**config.mk**
```make
export PLATFORM = sky130hd
export DESIGN_NAME = sdr_receive_duc_flat
export DESIGN_NICKNAME = d
export VERILOG_FILES = /design/src/rtl/sdr_receive_duc_if.sv /design/src/rtl/sdr_receive_duc.sv /design/src/flat_wrapper.sv
export SDC_FILE = /design/constraint.sdc
export NUM_CORES = 1
export LEC_CHECK = 0
export CAP_MARGIN = 10
export CORE_UTILIZATION = 35
export DETAILED_ROUTE_END_ITERATION = 10
export PLACE_DENSITY = 0.59
export SLEW_MARGIN = 15
export SYNTH_ARGS = -nofsm -noshare
export SYNTH_HDL_FRONTEND = slang
export SYNTH_SLANG_ARGS = --single-unit
```
**constraint.sdc**
```tcl
create_clock -name rx_clock -period 22.2 [get_ports rx_clock]
set_input_delay 4.44 -clock rx_clock [delete_from_list [all_inputs] [get_ports rx_clock]]
set_output_delay 4.44 -clock rx_clock [all_outputs]
set_load 0.05 [all_outputs]
```
**src/rtl/sdr_receive_duc_if.sv**
```systemverilog
// sdr_receive_duc_if
//   Bundles the Ethernet-receive side, the DUC FIFO write side and the
//   status outputs of sdr_receive_duc.
//   slave  : the receiver block (consumes payload bytes, drives FIFO/status)
//   master : the environment (drives payload bytes, run, fifo_full)
interface sdr_receive_duc_if;
  logic        run;             // radio running
  logic        udp_rx_active;   // high for the payload bytes of one packet
  logic [7:0]  udp_rx_data;     // payload byte
  logic [15:0] to_port;         // UDP destination port of current packet
  logic        fifo_full;       // DUC FIFO full
  logic [47:0] fifo_wrdata;     // {I[23:0], Q[23:0]}
  logic        fifo_wrreq;      // one-cycle write strobe
  logic        seq_error;       // one-cycle sequence mismatch pulse
  logic        packet_done;     // one-cycle full-packet pulse
  logic [31:0] last_seq;        // most recent accepted sequence number
  logic [15:0] seq_err_count;   // saturating
  logic [15:0] overflow_count;  // saturating
  logic [15:0] runt_count;      // saturating

  modport slave (
    input  run, udp_rx_active, udp_rx_data, to_port, fifo_full,
    output fifo_wrdata, fifo_wrreq, seq_error, packet_done, last_seq,
           seq_err_count, overflow_count, runt_count
  );

  modport master (
    output run, udp_rx_active, udp_rx_data, to_port, fifo_full,
    input  fifo_wrdata, fifo_wrreq, seq_error, packet_done, last_seq,
           seq_err_count, overflow_count, runt_count
  );
endinterface

```
**src/rtl/sdr_receive_duc.sv**
```systemverilog
// sdr_receive_duc
//   Protocol-2 DUC I/Q receiver. Parses UDP payloads on DUC_PORT: a 32-bit
//   big-endian sequence number followed by SAMPLES pairs of 24-bit I/Q,
//   MSB first. Complete samples are written to the DUC FIFO; sequence gaps,
//   FIFO overflows and runt packets are reported.
//   rx_clock : block clock
//   reset    : asynchronous, active-high
//   bus      : sdr_receive_duc_if.slave (payload in, FIFO write + status out)
module sdr_receive_duc #(
  parameter logic [15:0] DUC_PORT = 16'd1029,
  parameter int          SAMPLES  = 240
) (
  input  logic             rx_clock,
  input  logic             reset,
  sdr_receive_duc_if.slave bus
);

  localparam int             CW        = $clog2(SAMPLES + 1);
  localparam logic [CW-1:0]  LAST_SAMP = CW'(SAMPLES - 1);

  typedef enum logic [1:0] {IDLE, SEQ, SAMPLE, DISCARD} state_t;

  state_t         r_state, w_next;
  logic           r_prev_active;
  logic [2:0]     r_byte_no;
  logic [CW-1:0]  r_samp_cnt;
  logic [23:0]    r_seq;        // first three sequence bytes
  logic [39:0]    r_asm;        // first five bytes of the current sample
  logic           r_seq_valid;
  logic           r_wrreq, r_seq_error, r_pkt_done;
  logic [47:0]    r_wrdata;
  logic [31:0]    r_last_seq;
  logic [15:0]    r_seq_err_cnt, r_ovf_cnt, r_runt_cnt;

  logic w_start, w_first, w_seq_cap, w_seq_last, w_samp, w_word, w_done;
  logic w_runt, w_clr_sv, w_seq_mismatch;
  logic [31:0] w_seq_full;
  logic [47:0] w_word_data;

  // A packet starts only on a rising edge of udp_rx_active; the previous
  // value resets to 1 so a packet cut by reset is never re-parsed.
  assign w_start        = bus.udp_rx_active & ~r_prev_active;
  assign w_seq_full     = {r_seq, bus.udp_rx_data};
  assign w_word_data    = {r_asm, bus.udp_rx_data};
  assign w_seq_mismatch = r_seq_valid && (w_seq_full != r_last_seq + 32'd1);

  always_ff @(posedge rx_clock or posedge reset) begin
    if (reset) r_state <= IDLE;
    else       r_state <= w_next;
  end

  always_comb begin
    w_next     = r_state;
    w_first    = 1'b0;
    w_seq_cap  = 1'b0;
    w_seq_last = 1'b0;
    w_samp     = 1'b0;
    w_word     = 1'b0;
    w_done     = 1'b0;
    w_runt     = 1'b0;
    w_clr_sv   = 1'b0;
    case (r_state)
      IDLE: begin
        if (!bus.run) w_clr_sv = 1'b1;
        if (w_start) begin
          if (bus.to_port == DUC_PORT && bus.run) begin
            w_first = 1'b1;
            w_next  = SEQ;
          end else begin
            w_next  = DISCARD;
          end
        end
      end
      SEQ: begin
        if (!bus.udp_rx_active) begin
          w_runt = 1'b1;
          w_next = IDLE;
        end else if (!bus.run) begin
          w_next = DISCARD;
        end else begin
          w_seq_cap = 1'b1;
          if (r_byte_no == 3'd3) begin
            w_seq_last = 1'b1;
            w_next     = SAMPLE;
          end
        end
      end
      SAMPLE: begin
        if (!bus.udp_rx_active) begin
          w_runt = 1'b1;
          w_next = IDLE;
        end else if (!bus.run) begin
          w_next = DISCARD;
        end else begin
          w_samp = 1'b1;
          if (r_byte_no == 3'd5) begin
            w_word = 1'b1;
            if (r_samp_cnt == LAST_SAMP) begin
              w_done = 1'b1;
              w_next = DISCARD;
            end
          end
        end
      end
      DISCARD: if (!bus.udp_rx_active) w_next = IDLE;
      default: w_next = IDLE;
    endcase
  end

  always_ff @(posedge rx_clock or posedge reset) begin
    if (reset) begin
      r_prev_active <= 1'b1;
      r_byte_no     <= '0;
      r_samp_cnt    <= '0;
      r_seq         <= '0;
      r_asm         <= '0;
      r_seq_valid   <= 1'b0;
      r_wrreq       <= 1'b0;
      r_wrdata      <= '0;
      r_seq_error   <= 1'b0;
      r_pkt_done    <= 1'b0;
      r_last_seq    <= '0;
      r_seq_err_cnt <= '0;
      r_ovf_cnt     <= '0;
      r_runt_cnt    <= '0;
    end else begin
      r_prev_active <= bus.udp_rx_active;
      r_wrreq       <= 1'b0;
      r_seq_error   <= 1'b0;
      r_pkt_done    <= w_done;

      // byte_no walks 1..3 through the sequence field, then 0..5 per sample
      if (w_first)                  r_byte_no <= 3'd1;
      else if (w_seq_last || w_word) r_byte_no <= 3'd0;
      else if (w_seq_cap || w_samp)  r_byte_no <= r_byte_no + 3'd1;

      if (w_first)        r_seq <= {16'd0, bus.udp_rx_data};
      else if (w_seq_cap) r_seq <= {r_seq[15:0], bus.udp_rx_data};

      if (w_samp) r_asm <= {r_asm[31:0], bus.udp_rx_data};

      if (w_first)     r_samp_cnt <= '0;
      else if (w_word) r_samp_cnt <= r_samp_cnt + 1'b1;

      if (w_clr_sv) r_seq_valid <= 1'b0;

      if (w_seq_last) begin
        if (w_seq_mismatch) begin
          r_seq_error <= 1'b1;
          if (r_seq_err_cnt != 16'hFFFF) r_seq_err_cnt <= r_seq_err_cnt + 16'd1;
        end
        r_last_seq  <= w_seq_full;
        r_seq_valid <= 1'b1;
      end

      if (w_word) begin
        if (!bus.fifo_full) begin
          r_wrreq  <= 1'b1;
          r_wrdata <= w_word_data;
        end else if (r_ovf_cnt != 16'hFFFF) begin
          r_ovf_cnt <= r_ovf_cnt + 16'd1;
        end
      end

      if (w_runt && r_runt_cnt != 16'hFFFF) r_runt_cnt <= r_runt_cnt + 16'd1;
    end
  end

  assign bus.fifo_wrreq     = r_wrreq;
  assign bus.fifo_wrdata    = r_wrdata;
  assign bus.seq_error      = r_seq_error;
  assign bus.packet_done    = r_pkt_done;
  assign bus.last_seq       = r_last_seq;
  assign bus.seq_err_count  = r_seq_err_cnt;
  assign bus.overflow_count = r_ovf_cnt;
  assign bus.runt_count     = r_runt_cnt;

endmodule

```
**src/flat_wrapper.sv**
```systemverilog
// flat-port wrapper written by rule: the top's interface ports become plain ports
module sdr_receive_duc_flat 
#(
  parameter logic [15:0] DUC_PORT = 16'd1029,
  parameter int          SAMPLES  = 240
)
  (rx_clock, reset, bus_run, bus_udp_rx_active, bus_udp_rx_data, bus_to_port, bus_fifo_full, bus_fifo_wrdata, bus_fifo_wrreq, bus_seq_error, bus_packet_done, bus_last_seq, bus_seq_err_count, bus_overflow_count, bus_runt_count);
  sdr_receive_duc_if bus_i ();
  input  logic rx_clock;
  input  logic reset;
  input wire logic [$bits(bus_i.run)-1:0] bus_run;
  input wire logic [$bits(bus_i.udp_rx_active)-1:0] bus_udp_rx_active;
  input wire logic [$bits(bus_i.udp_rx_data)-1:0] bus_udp_rx_data;
  input wire logic [$bits(bus_i.to_port)-1:0] bus_to_port;
  input wire logic [$bits(bus_i.fifo_full)-1:0] bus_fifo_full;
  output wire logic [$bits(bus_i.fifo_wrdata)-1:0] bus_fifo_wrdata;
  output wire logic [$bits(bus_i.fifo_wrreq)-1:0] bus_fifo_wrreq;
  output wire logic [$bits(bus_i.seq_error)-1:0] bus_seq_error;
  output wire logic [$bits(bus_i.packet_done)-1:0] bus_packet_done;
  output wire logic [$bits(bus_i.last_seq)-1:0] bus_last_seq;
  output wire logic [$bits(bus_i.seq_err_count)-1:0] bus_seq_err_count;
  output wire logic [$bits(bus_i.overflow_count)-1:0] bus_overflow_count;
  output wire logic [$bits(bus_i.runt_count)-1:0] bus_runt_count;
  assign bus_i.run = bus_run;
  assign bus_i.udp_rx_active = bus_udp_rx_active;
  assign bus_i.udp_rx_data = bus_udp_rx_data;
  assign bus_i.to_port = bus_to_port;
  assign bus_i.fifo_full = bus_fifo_full;
  assign bus_fifo_wrdata = bus_i.fifo_wrdata;
  assign bus_fifo_wrreq = bus_i.fifo_wrreq;
  assign bus_seq_error = bus_i.seq_error;
  assign bus_packet_done = bus_i.packet_done;
  assign bus_last_seq = bus_i.last_seq;
  assign bus_seq_err_count = bus_i.seq_err_count;
  assign bus_overflow_count = bus_i.overflow_count;
  assign bus_runt_count = bus_i.runt_count;
  sdr_receive_duc #(.DUC_PORT(DUC_PORT), .SAMPLES(SAMPLES)) u_core (.rx_clock(rx_clock), .reset(reset), .bus(bus_i));
endmodule
```
==> run_results.csv <==
group,metric,value,unit
placement,hpwl,15.8,mm
synthesis,yosys_warnings,0,
timing,fin_crit_sh,32.8,%
clock_network,root_buffer,"clkbuf_16",
routing,drt-initial-drc-count,444,
status,status,"finished, final reports clean",
worst_setup_path,cp_max_fo,43,
global_routing,first_global_vias,7116,
floorplanning,die_w,169,microns
clock_network,postCtsSetupRepairBufs,0,
synthesis,synth-edff-count,0,
worst_setup_path,worstSetupPathType,"in2reg",
timing,fin_crit,7.27,ns
global_routing,antenna_found_initial,0,
routing,ant_nets,0,
synthesis,synth.net_count,950,
cells_and_area,area_growth,29.1,%
synthesis,ys_seq_elements,210,
min_path,min_from,"u_core.r_asm[37]$_DFFE_PP0P_",
timing,setup_slack,14.93,ns
routing,first_pass_iters,5,
routing,avgRoutedWirePerCell,16.2,microns
timing,worst_pin_slew,1.11,ns
placement,io_buffers,159,
global_routing,grt_use_total,16.9,%
worst_setup_path,reg2regPathDepth,9,
synthesis,postSynth.asyncResetShare,100,%
floorplanning,die_y,169,microns
timing,hold_viol,0,
cells_and_area,drive_gt1_share,13.8,%
synthesis,synth_cells,908,
worst_setup_path,start_kind,"input pin",
worst_setup_path,required,22.61,ns
run,maxCapViolCount,0,
worst_setup_path,cpMostUsedCell,"nor2_1",
synthesis,synth_area,0.00974,sq mm
cells_and_area,finish.utilization,46.4,%
timing,finClkSkew,0.00953,ns
synthesis,synthFlopType,"dfrtp_1",
cells_and_area,nNetsFinal,1108,
min_path,hp-class,"reg2reg",
worst_setup_path,timing.rr.start,"u_core.bus.last_seq[0]$_DFFE_PP0P_",
floorplanning,rows,60,
clock_network,clock_sinks,210,
floorplanning,initial_core_util,35.9,%
cells_and_area,antenna_cells,0,
power_and_ir_drop,p_leak,0.00575,uW
cells_and_area,nFillCells,2587,
floorplanning,core,0.0271,sq mm
timing,rsz0062_at_grt,"no",
clock_network,cts_made_buffers,25,
clock_network,worst_skew_pair.late_latency,0.52,ns
power_and_ir_drop,peakVddDrop,0.0626,mV
routing,routed_wl,23.6,mm
clock_network,cts_hold_buf,0,
timing,timing.slew.headroom,25.2,%
clock_network,cts.clk_slew.worst_paths,0.06,ns
global_routing,grt_pass1_wl,38.7,mm
synthesis,ys_types,64,
clock_network,cts_buffer_depth,3,
cells_and_area,final_cells,1457,
routing,vias,7150,
clock_network,ctsResizeCount,0,
placement,place_congestion,0.843,
routing,via_per_inst,4.91,
floorplanning,ios,160,
routing,drc,0,
synthesis,syn_avg_cell_area,10.7,sq um
worst_setup_path,path_cells,"clkdlybuf4s50_1 -> nand3_2 -> nor2_1 -> nand2_1 -> nor2_1 -> and4_1 -> nand4_1 -> xnor2_1",
global_routing,grt.overflow.total,0,
worst_setup_path,slowest_delay,0.80,ns
worst_setup_path,startpoint,"bus_udp_rx_active",
floorplanning,die_area,0.0285,sq mm
timing,tns,0,ns
timing,maxSlewViolCount,0,
timing,fmax,138,MHz
worst_setup_path,cp_slowest_cell,"nand3_2",
timing,finalSetupViolCount,0,
placement,placed_cells,1411,
worst_setup_path,endpoint_kind,"register",
clock_network,cts.htree.levels,1,
power_and_ir_drop,power.density,107,mW/mm^2
global_routing,grt_max_degree,141,
synthesis,yosysSeqAreaShare,54.0,%
placement,dp_slack,14.35,ns
worst_setup_path,arrival,7.68,ns
clock_network,cts_tree,"yes",
min_path,min_path_cells,2,
## per-layer routing
metal	part of all wire, %	vias to the layer above	GRT usage (%)
li1	-	3462	-
met1	48	3487	24.0
met2	46	166	27.3
met5	0	-	0
met4	1.7	0	3.91
met3	4.2	35	2.38
## cells in the mapped netlist (5+ instances only)
cell      number  area (sq um)
inv_1         17          63.8
and4_1         7          61.3
xor2_1        34           298
a21oi_1       26           130
or4_1          5          37.5
dfrtp_1      209          5230
nand3_1       33           165
xnor2_1       54           473
and3_1        13          81.3
or3_1          5          31.3
mux2_2        90          1010
nand4_1       22           138
ha_1          13           163
nor3_1        19          95.1
o21ai_0       14          70.1
nand2_1      203           762
buf_1          5          18.8
clkbuf_1      22          82.6
nor4_1        12          75.1
nor2_1        38           143
## worst max-delay path, delay by kind of cell
kind                   cells  cell delay (ns)
buffers and inverters      1             0.67
XOR/XNOR                   1             0.14
AND/OR/NAND/NOR            6             2.41
## worst paths after layout
| check | to | slack (ns) |
|---|---|---|
| worst min register to register | u_core.r_asm[37]$_DFFE_PP0P_ | 0.47 |
| worst max register to register | u_core.bus.seq_err_count[1]$_DFFE_PP0P_ | 18.40 |
| max in group asynchronous | u_core.bus.last_seq[24]$_DFFE_PP0P_ | 16.12 |
| min in group asynchronous | u_core.bus.fifo_wrdata[38]$_DFFE_PP0P_ | 4.57 |
| worst min-delay path | u_core.r_asm[37]$_DFFE_PP0P_ | 0.47 |
| worst max-delay path | u_core.bus.overflow_count[15]$_DFFE_PP0P_ | 14.93 |
## cells in the final DEF (no fill, tap or decap), drive strengths merged, types with 14 or more instances in the layout
| master | count |
|---|---|
| clkbuf | 39 |
| nor3 | 19 |
| inv | 18 |
| nor4 | 14 |
| dfrtp | 209 |
| clkdlybuf4s50 | 159 |
| xor2 | 34 |
| nand2 | 203 |
| o21ai | 14 |
| nand4 | 25 |
| mux2 | 91 |
| nor2 | 39 |
| nand3 | 34 |
| a21oi | 26 |
| xnor2 | 54 |
## sequential cells by signal (all words and copies together), names as in the netlist, 2 cells and up
| register | flops |
|---|---|
| u_core.r_byte_no | 3 |
| u_core.r_asm | 40 |
| u_core.bus.last_seq | 32 |
| u_core.bus.overflow_count | 16 |
| u_core.bus.fifo_wrdata | 48 |
| u_core.r_seq | 24 |
| u_core.r_samp_cnt | 8 |
| u_core.r_state | 2 |
| u_core.bus.runt_count | 16 |
| u_core.bus.seq_err_count | 16 |
## final cells by class
cell class / instances / area (sq um) / area share (%)
timing repair buffer: 163 / 1620 / 12.9
multi-input combinational: 649 / 4300 / 34.2
inverter: 17 / 71.3 / 0.568
sequential: 210 / 5260 / 41.8
tap: 372 / 465 / 3.70
clock buffer: 39 / 758 / 6.03
clock inverter: 7 / 91.3 / 0.727
## kinds of logic after synthesis
family,share of synthesized area [%]
AO/OA/AOI/OAI,4.65
XOR/XNOR,7.92
adder cells (fa/ha/maj),1.67
buffers and inverters,2.02
flip-flops,54.0
multiplexers,10.5
AND/OR/NAND/NOR,19.2
## metrics by stage
step	area (sq um)	power, uW	hold WS [ns]
floorplan	9740	808	0.440
global placement	11700	930	0.459
detailed placement	11700	938	0.461
CTS	12600	1360	0.478
global route	12600	1420	0.491
finish	12600	1350	0.471
## power breakdown
part | total (uW) | internal [uW] | switching, uW
Sequential | 559 | 461 | 98.0
Clock | 417 | 257 | 160
Combinational | 371 | 151 | 219
Note: power is estimated with default switching activity, not from simulation.
